==> src/rtl/mole_game_core_pkg.sv <==
// Shared types and BCD helpers for the whack-a-mole engine.
package mole_pkg;
    localparam int BCD_MAX_DIGITS = 8;
    localparam int BCD_W          = 4 * BCD_MAX_DIGITS;
    localparam int LIFE_W         = 8;

    typedef enum logic [1:0] {IDLE, PLAY, OVER} state_t;

    // Increment the low 'digits' BCD digits, holding at all-9s.
    function automatic logic [BCD_W-1:0] bcd_inc(input logic [BCD_W-1:0] v, input int digits);
        logic [BCD_W-1:0] r;
        logic carry;
        logic sat;
        r     = v;
        carry = 1'b1;
        sat   = 1'b1;
        for (int d = 0; d < BCD_MAX_DIGITS; d++)
            if (d < digits && v[4*d +: 4] != 4'd9) sat = 1'b0;
        for (int d = 0; d < BCD_MAX_DIGITS; d++) begin
            if (d < digits && carry && !sat) begin
                if (r[4*d +: 4] == 4'd9) begin
                    r[4*d +: 4] = 4'd0;
                end else begin
                    r[4*d +: 4] = r[4*d +: 4] + 4'd1;
                    carry       = 1'b0;
                end
            end
        end
        return r;
    endfunction

    // Decrement the low 'digits' BCD digits, holding at zero.
    function automatic logic [BCD_W-1:0] bcd_dec(input logic [BCD_W-1:0] v, input int digits);
        logic [BCD_W-1:0] r;
        logic borrow;
        logic zero;
        r      = v;
        borrow = 1'b1;
        zero   = 1'b1;
        for (int d = 0; d < BCD_MAX_DIGITS; d++)
            if (d < digits && v[4*d +: 4] != 4'd0) zero = 1'b0;
        for (int d = 0; d < BCD_MAX_DIGITS; d++) begin
            if (d < digits && borrow && !zero) begin
                if (r[4*d +: 4] == 4'd0) begin
                    r[4*d +: 4] = 4'd9;
                end else begin
                    r[4*d +: 4] = r[4*d +: 4] - 4'd1;
                    borrow      = 1'b0;
                end
            end
        end
        return r;
    endfunction
endpackage

==> src/rtl/mole_game_core_slot.sv <==
// One mole slot: occupancy, cell position and remaining lifetime.
module mole_slot
    import mole_pkg::*;
#(
    parameter int POS_W      = 4,
    parameter int LIFE_TICKS = 8
) (
    input  logic             clk,
    input  logic             rst_n,
    input  logic             clr,
    input  logic             load,
    input  logic [POS_W-1:0] load_pos,
    input  logic             tick,
    input  logic             hit_clr,
    output logic             active,
    output logic [POS_W-1:0] pos,
    output logic             expire
);
    logic [LIFE_W-1:0] life;

    // A hit in the same cycle wins over expiry.
    assign expire = active && tick && !hit_clr && (life == LIFE_W'(1));

    always_ff @(posedge clk or negedge rst_n) begin
        if (!rst_n) begin
            active <= 1'b0;
            pos    <= '0;
            life   <= '0;
        end else if (clr) begin
            active <= 1'b0;
            life   <= '0;
        end else if (load) begin
            active <= 1'b1;
            pos    <= load_pos;
            life   <= LIFE_W'(LIFE_TICKS);
        end else if (hit_clr || expire) begin
            active <= 1'b0;
            life   <= '0;
        end else if (active && tick) begin
            life <= life - LIFE_W'(1);
        end
    end
endmodule

==> src/rtl/mole_game_core.sv <==
// Multi-mole whack-a-mole engine with BCD score/miss counters.
// Optional MISS_PENALTY_EN: pressing an empty cell during play costs one point.
module mole_game_core
    import mole_pkg::*;
#(
    parameter int GRID         = 16,
    parameter int MAX_MOLES    = 3,
    parameter int LIFE_TICKS   = 8,
    parameter int SPAWN_TICKS  = 3,
    parameter int SCORE_DIGITS = 2,
    localparam int POS_W       = $clog2(GRID),
    localparam int CNT_W       = $clog2(MAX_MOLES + 1),
    localparam int SW          = 4 * SCORE_DIGITS
) (
    input  logic             clk,
    input  logic             rst_n,
    input  logic             tick_en,
    input  logic             start,
    input  logic             time_up,
    input  logic [7:0]       rnd,
    input  logic             hit_valid,
    input  logic [POS_W-1:0] hit_pos,
    output logic [GRID-1:0]  mole_map,
    output logic [SW-1:0]    score_bcd,
    output logic [SW-1:0]    miss_bcd,
    output logic [CNT_W-1:0] active_cnt,
    output logic             game_over
);
    state_t state, state_nx;
    logic [LIFE_W-1:0] spawn_cnt;
    logic [SW-1:0] score, miss, score_nx, miss_nx;
    logic [MAX_MOLES-1:0] slot_act, slot_exp, hit_clr, load;
    logic [MAX_MOLES-1:0][POS_W-1:0] slot_pos;
    logic [GRID-1:0] map;
    logic [CNT_W-1:0] cnt;
    logic [POS_W-1:0] rpos;
    logic play_go, tick, press, attempt, game_start, any_hit, occupied, taken, spawn_ok;
    logic [BCD_W-1:0] s_ext, m_ext;
    logic unused_rnd;

    assign unused_rnd = ^rnd;
    assign rpos       = rnd[POS_W-1:0];

    always_comb begin
        state_nx = state;
        case (state)
            IDLE, OVER: if (start && !time_up) state_nx = PLAY;
            PLAY:       if (time_up) state_nx = OVER;
            default:    state_nx = IDLE;
        endcase
    end

    // Nothing happens on the cycle that ends the game.
    assign play_go    = (state == PLAY) && !time_up;
    assign tick       = play_go && tick_en;
    assign press      = play_go && hit_valid;
    assign attempt    = tick && (spawn_cnt == LIFE_W'(SPAWN_TICKS - 1));
    assign game_start = (state != PLAY) && (state_nx == PLAY);

    always_comb begin
        hit_clr  = '0;
        load     = '0;
        map      = '0;
        cnt      = '0;
        occupied = 1'b0;
        taken    = 1'b0;
        for (int i = 0; i < MAX_MOLES; i++) begin
            hit_clr[i] = press && slot_act[i] && (slot_pos[i] == hit_pos);
            if (slot_act[i]) begin
                map[slot_pos[i]] = 1'b1;
                cnt              = cnt + CNT_W'(1);
                if (slot_pos[i] == rpos) occupied = 1'b1;
            end
        end
        any_hit  = |hit_clr;
        spawn_ok = attempt && !occupied && !(press && (hit_pos == rpos));
        // Slots freeing this cycle still look busy, so reuse waits for the next attempt.
        for (int i = 0; i < MAX_MOLES; i++) begin
            if (spawn_ok && !slot_act[i] && !taken) begin
                load[i] = 1'b1;
                taken   = 1'b1;
            end
        end
    end

    for (genvar i = 0; i < MAX_MOLES; i++) begin : g_slot
        mole_slot #(.POS_W(POS_W), .LIFE_TICKS(LIFE_TICKS)) u_slot (
            .clk      (clk),
            .rst_n    (rst_n),
            .clr      (state_nx != PLAY),
            .load     (load[i]),
            .load_pos (rpos),
            .tick     (tick),
            .hit_clr  (hit_clr[i]),
            .active   (slot_act[i]),
            .pos      (slot_pos[i]),
            .expire   (slot_exp[i])
        );
    end

    always_comb begin
        s_ext = BCD_W'(score);
        if (any_hit) s_ext = bcd_inc(s_ext, SCORE_DIGITS);
`ifdef MISS_PENALTY_EN
        else if (press) s_ext = bcd_dec(s_ext, SCORE_DIGITS);
`endif
        score_nx = s_ext[SW-1:0];
        m_ext = BCD_W'(miss);
        for (int i = 0; i < MAX_MOLES; i++)
            if (slot_exp[i]) m_ext = bcd_inc(m_ext, SCORE_DIGITS);
        miss_nx = m_ext[SW-1:0];
    end

    always_ff @(posedge clk or negedge rst_n) begin
        if (!rst_n) begin
            state     <= IDLE;
            score     <= '0;
            miss      <= '0;
            spawn_cnt <= '0;
        end else begin
            state <= state_nx;
            if (game_start) begin
                score     <= '0;
                miss      <= '0;
                spawn_cnt <= '0;
            end else begin
                score <= score_nx;
                miss  <= miss_nx;
                if (tick) spawn_cnt <= attempt ? '0 : spawn_cnt + LIFE_W'(1);
            end
        end
    end

    // Board view is a pure decode of slot flops; slots are held empty outside PLAY.
    assign mole_map   = map;
    assign active_cnt = cnt;
    assign score_bcd  = score;
    assign miss_bcd   = miss;
    assign game_over  = (state == OVER);
endmodule

==> config.mk <==
export PLATFORM = sky130hd
export DESIGN_NAME = mole_game_core
export DESIGN_NICKNAME = d
export VERILOG_FILES = /design/src/rtl/mole_game_core_pkg.sv /design/src/rtl/mole_game_core_slot.sv /design/src/rtl/mole_game_core.sv
export SDC_FILE = /design/constraint.sdc
export NUM_CORES = 1
export LEC_CHECK = 0
export ABC_AREA = 1
export BUFFER_PORTS_ARGS = -buffer_cell sky130_fd_sc_hd__buf_2
export CORE_MARGIN = 2
export CORE_UTILIZATION = 54
export CTS_CLUSTER_SIZE = 16
export DETAILED_ROUTE_END_ITERATION = 6
export GPL_ROUTABILITY_DRIVEN = 0
export PLACE_DENSITY = 0.76
export SYNTH_ARGS = -nofsm -noshare
export SYNTH_HDL_FRONTEND = slang
export SYNTH_SLANG_ARGS = --single-unit
export TNS_END_PERCENT = 10
==> constraint.sdc <==
create_clock -name clk -period 3.05 [get_ports clk]
set_clock_uncertainty 0.2 [all_clocks]
set_input_delay 0.305 -clock clk [delete_from_list [all_inputs] [get_ports clk]]
set_output_delay 0.305 -clock clk [all_outputs]
set_load 0.02 [all_outputs]
==> results of run 1 <==
-- power groups by stage --
| stage | logic, µW | registers [µW] | clock network, µW |
|---|---|---|---|
| after global placement | 552 | 1070 | 0 |
| after detailed placement | 574 | 1070 | 0 |
| after CTS | 577 | 1060 | 859 |
| after floorplan | 344 | 1100 | 0 |
| after global routing | 659 | 1070 | 895 |
| final | 581 | 1060 | 839 |
-- cells in the mapped netlist (4+ instances only) --
cell	count	share of area, %
a21oi_1	21	2.1
a31oi_1	4	0.49
clkbuf_1	11	0.81
dfrtp_1	65	32
ha_1	21	5.2
inv_1	103	7.6
nand2_1	157	12
nand2_2	9	1.1
nand3_1	92	9.1
nand4_1	28	3.5
nor2_1	89	6.6
nor2_2	6	0.74
nor2_4	4	0.89
nor3_1	21	2.1
nor4_1	6	0.74
o21ai_0	27	2.7
o22ai_1	7	0.86
or2_2	4	0.49
xnor2_1	10	1.7
xor2_1	16	2.8
-- metal layers --
layer | vias up | GRT usage [%] | routed length (µm)
met3 | 46 | 4.09 | 833
li1 | 2659 | - | -
met1 | 2608 | 35.4 | 5780
met5 | - | 0 | 0
met2 | 208 | 47.5 | 6990
met4 | 0 | 12.9 | 382
-- kinds of logic after synthesis --
group                    Yosys count  share of synthesized area [%]
AND/OR/NAND/NOR                  428                           39.4
buffers and inverters            122                           9.38
flip-flops                        65                           32.1
AO/OA/AOI/OAI                     79                           9.46
adder cells (fa/ha/maj)           21                           5.19
XOR/XNOR                          26                           4.49
-- path summary, 6_finish.rpt --
| kind | depth (start not counted) | start | slack, ns | to |
|---|---|---|---|---|
| max | 22 | miss_bcd[1] | 0.05 | miss_bcd[1] |
| min | 4 | start | 0.05 | state[1] |
| max reg2reg | 22 | miss_bcd[1] | 0.05 | miss_bcd[1] |
| min reg2reg | 2 | score_bcd[7] | 0.31 | score_bcd[7] |
| max in group asynchronous | 3 | rst_n | 1.57 | g_slot[1].u_slot.pos[2] |
| min in group asynchronous | 2 | rst_n | 0.32 | g_slot[0].u_slot.life[5] |
-- flip-flops by register name (all words and copies together) (netlist names) --
| name | count |
|---|---|
| g_slot.u_slot.life | 24 |
| g_slot.u_slot.pos | 12 |
| miss_bcd | 8 |
| score_bcd | 8 |
| spawn_cnt | 8 |
| g_slot.u_slot.active | 3 |
| state | 2 |
-- final cells by class --
class                      count  area (µm²)  area share (%)
clock buffer                  10         138            2.20
timing repair buffer         111         719            11.5
sequential                    65        1630            26.0
clock inverter                 6        90.1            1.44
tap                          111         139            2.22
multi-input combinational    554        3150            50.2
inverter                     107         402            6.41
-- worst max-delay path: stages, from the launching register on --
cell and delay [ns]:
dfrtp_2 0.41, inv_2 0.07, ha_4 0.13, nand2_2 0.06, nor2_4 0.18, nand3_1 0.13, nand2_1 0.10, nand4_1 0.11
nand2_2 0.13, ha_4 0.16, nand3_4 0.11, nor2_4 0.15, nand2_2 0.09, nand2_1 0.08, nand2_2 0.06, inv_2 0.05
ha_1 0.15, inv_2 0.05, nor2_4 0.11, nand3_2 0.11, nand2_2 0.08, nand2_1 0.06, a21oi_2 0.13
-- what timing repair did --
action / in CTS / in global routing
hold buffers: 1 / 0
setup endpoints to repair: 4 / 8
endpoints found under the hold margin: 27 / 0
setup buffers: 3 / 11
gates resized for setup: 7 / 33
pin swaps: 3 / 27
-- metrics by stage --
| stage | area [µm²] | TNS (ns) | total power (µW) | utilization (%) |
|---|---|---|---|---|
| 2_1_floorplan | 5110 | 0 | 1440 | - |
| 3_3_place_gp | 5780 | 0 | 1620 | 63.1 |
| 3_5_place_dp | 5780 | -0.0313 | 1640 | 63.1 |
| 4_1_cts | 6050 | 0 | 2490 | 66.1 |
| 5_1_grt | 6260 | -0.940 | 2630 | 68.4 |
| 6_report | 6260 | 0 | 2480 | 68.4 |
==> flow_summary.ini, run 1 <==
[status]
status = complete, no violations

[clock_tree]
root_buffer = clkbuf_8
cts_tree = yes
insertion_delay_ns = 0.35
cts_sinks = 65
numCtsBuffers = 9
htreeDepth = 3
clk_path_buf_depth = 2
cts.clk_slew.worst_paths_ns = 0.08

[critical_path]
cp_max_fo = 6
cp_data_required_time_ns = 3.13
critPathKind = reg2reg
start_kind = register
arrival_ns = 3.08
worst_setup_path_end_kind = register

[placed_design]
hpwl_um = 10300
port_buffers = 48
dp_cells = 933
dp_slack_ns = -0.0233

[flow_run]
cap_violations = 0

[yosys]
ys_warn_count = 0
synth-edff-count = 0
ys_ff_latch = 65
async_reset_ff_share_pct = 100
synth-seq-area-share_pct = 32.1
syn_nets = 780
synth_area_um2 = 5070
synth_flop_cell = dfrtp_1
syn_area_per_cell_um2 = 6.84
netlist_instances = 741
ys_types = 44

[die]
die_x_um = 101
start_util_pct = 55.4
die_area_um2 = 10200
core_um2 = 9150
die_y_um = 101
io_pins = 53
rows = 35

[timing]
max_slew.worst_pin.slew_ns = 0.681
setup_viol = 0
fin_crit_ns = 3.00
fin_crit_sh_pct = 98.4
rsz0062_at_grt = true
hold_viol = 0
relSlewSlack_pct = 54.6
hold_slack_ns = 0.0525
slew_viol_final = 0
fmax_mhz = 333
setup_ws_ns = 0.0484

[grt]
gr-total-overflow = 0
grt_pass1_wl_um = 23100
grt_pass1_vias = 5255
grt_antenna_before_repair = 0
grt_usage_pct = 28.1
grt_max_degree = 30

[final_layout]
synthToLayoutAreaGrowth_pct = 23.6
drive_gt1_share_pct = 23.0
antenna_cells = 0
layout_common_cells = nand2_1 (146), inv_1 (96), nand3_1 (90), nor2_1 (86), dfrtp_1 (63)
fillers = 722
stdcell_count = 964
num-nets-final = 887
final_common_cell = nand2_1

[power_and_ir_drop]
vdd_drop_max_mv = 0.314
leakagePower_uw = 0.00315
internal_power_uw = 1630
power.density_nw_per_um2 = 396
power_frac_comb_pct = 23.4
pwr-share-clk_pct = 33.8
seq_power_share_pct = 42.7
power.share.switching_pct = 34.1
p_sw_uw = 846

[detailed_routing]
drt-total-wl_um = 14000
num_vias = 5521
drt-wirelength-per-cell_um = 14.5
first_pass_iters = 7
drc = 0
drt-initial-drc-count = 348
vias_per_cell = 5.73
postRouteAntennaNets = 0

[worst_hold_path]
holdCritPathClass = in2reg
Power figures use the tool's default switching activity.
==> run 2: changes to the inputs <==
- PLACE_DENSITY: 0.76 -> 0.83
- SKIP_LAST_GASP: not set -> 1
==> flow_summary.ini, run 2 (synthesis results as in run 1) <==
[status]
status = finished, violations left
violations = design-rule violations, negative setup slack

[timing]
max_slew.worst_pin.slew_ns = 0.824
tns_ns = -0.00682
hold_viol = 0
hold_slack_ns = 0.0681
setup_ws_ns = -0.00682
setup_viol = 1
relSlewSlack_pct = 45.0
slew_viol_final = 0
fin_crit_ns = 3.06
fmax_mhz = 327
fin_crit_sh_pct = 100
rsz0062_at_grt = true

[placed_design]
hpwl_um = 10400
port_buffers = 48
dp_slack_ns = -0.0646
placed_cell_area_um2 = 5720

[critical_path]
worst_setup_path_end_kind = register
cp.buffers_inverters = 3
r2r_cells = 19
cpLargestDelayFamily = simple AND/OR/NAND/NOR gates
reg2reg_slack_ns = -0.007
critPathMostFrequentCell = nand2_4
cpPeakStageDelay_ns = 0.40
critPathKind = reg2reg
crit_path_top_delay_cell = dfrtp_1
timing.rr.end = miss_bcd[6]
arrival_ns = 3.11
start_kind = register
cp_max_fo = 6
path_depth = 19
crit_chain = inv_2, nand2_4, nor2_4, nand2_4, nor2_8, nand3_4, o21ai_4, ha_4, nand3_4, nor2_4, nand2_4, nand2_1, o21ai_4, buf_6, inv_1, ha_2, nand4_1, nand2_1, a21oi_2
r2r-start = state[1]
cp_data_required_time_ns = 3.10

[die]
die_y_um = 101
rows = 35
die_area_um2 = 10200
core_um2 = 9150
die_x_um = 101
start_util_pct = 55.4
io_pins = 53

[final_layout]
fin_area_um2 = 6260
drive_gt1_share_pct = 23.3
num-nets-final = 878
layout_common_cells = nand2_1 (140), inv_1 (95), nand3_1 (89), nor2_1 (86), dfrtp_1 (63)
final_common_cell = nand2_1
post-route-util_pct = 68.4
reg_top3 = g_slot.u_slot.life (24), g_slot.u_slot.pos (12)
antenna_cells = 0
regMostFlops = g_slot.u_slot.life
synthToLayoutAreaGrowth_pct = 23.5
largest_reg_flops = 24

[clock_tree]
htreeDepth = 3
clk_path_buf_depth = 2
cts_sinks = 65
insertion_delay_ns = 0.36
cts_tree = yes
root_buffer = clkbuf_8
cts.clk_slew.worst_paths_ns = 0.08
numCtsBuffers = 9

[flow_run]
cap_violations = 0

[grt]
grt_max_degree = 66
grt_antenna_before_repair = 0
grt_pass1_wl_um = 23000
gr-total-overflow = 0
grt_usage_pct = 28.0
grt_pass1_vias = 5267

[worst_hold_path]
holdPathStages = 4
min_to = state[1]
min_from = start
holdCritPathClass = in2reg

[power_and_ir_drop]
power.density_nw_per_um2 = 389
vdd_drop_max_mv = 0.266
leakagePower_uw = 0.00311

[detailed_routing]
vias_per_cell = 5.86
drt-total-wl_um = 14300
first_pass_iters = 7
postRouteAntennaNets = 0
drt-initial-drc-count = 479
drc = 1
drt-wirelength-per-cell_um = 15.0
num_vias = 5597
run 2: final cells by class:
class                           count  area (µm²)
Tap cell                          111         139
Sequential cell                    65        1630
Clock buffer                       10         138
Clock inverter                      6        66.3
Fill cell                         711        2900
Timing Repair Buffer              102         672
Multi-Input combinational cell    554        3210
Inverter                          107         404
run 2: how the worst max path moves through the flow:
stage           startpoint           to
2_1_floorplan  miss_bcd[1]  miss_bcd[1]
3_3_place_gp   miss_bcd[1]  miss_bcd[1]
3_5_place_dp   miss_bcd[1]  miss_bcd[5]
4_1_cts        miss_bcd[1]  miss_bcd[1]
5_1_grt           state[0]  miss_bcd[1]
6_report          state[1]  miss_bcd[6]
run 2: worst reg2reg max path: stages (launching register included):
cell,delay [ns]
dfrtp_1,0.40
inv_2,0.09
nand2_4,0.06
nor2_4,0.17
nand2_4,0.09
nor2_8,0.13
nand3_4,0.15
o21ai_4,0.23
ha_4,0.17
nand3_4,0.12
nor2_4,0.18
nand2_4,0.09
nand2_1,0.12
o21ai_4,0.09
buf_6,0.12
inv_1,0.08
ha_2,0.20
nand4_1,0.11
nand2_1,0.11
a21oi_2,0.04
run 2: what timing repair did:
item,in CTS,in global routing
buffers inserted,3,10
endpoints found under the setup margin,5,8
endpoints found under the hold margin,65,0
gates resized for setup,3,56
pin swaps,3,30
hold buffers,1,0
run 2: layer usage:
| layer | GRT usage (%) | up-vias | part of all wire (%) |
|---|---|---|---|
| met5 | 0 | - | 0 |
| met4 | 13.3 | 0 | 3.7 |
| met3 | 5.27 | 70 | 7.1 |
| met2 | 48.2 | 278 | 50 |
| met1 | 33.7 | 2606 | 39 |
| li1 | - | 2643 | - |
run 2: report_power, final:
group          total [µW]  leakage [µW]  internal (µW)  switching, µW
registers            1060      0.000882            958            106
clock network         762      0.000107            402            360
logic                 605       0.00212            197            407
total                2430       0.00311           1560            874
run 2: per-stage QoR:
stage / total power (µW) / cells
final: 2430 / 955
after global routing: 2540 / 955
after CTS: 2420 / 945
after detailed placement: 1660 / 925
after global placement: 1620 / 925
after floorplan: 1440 / 741
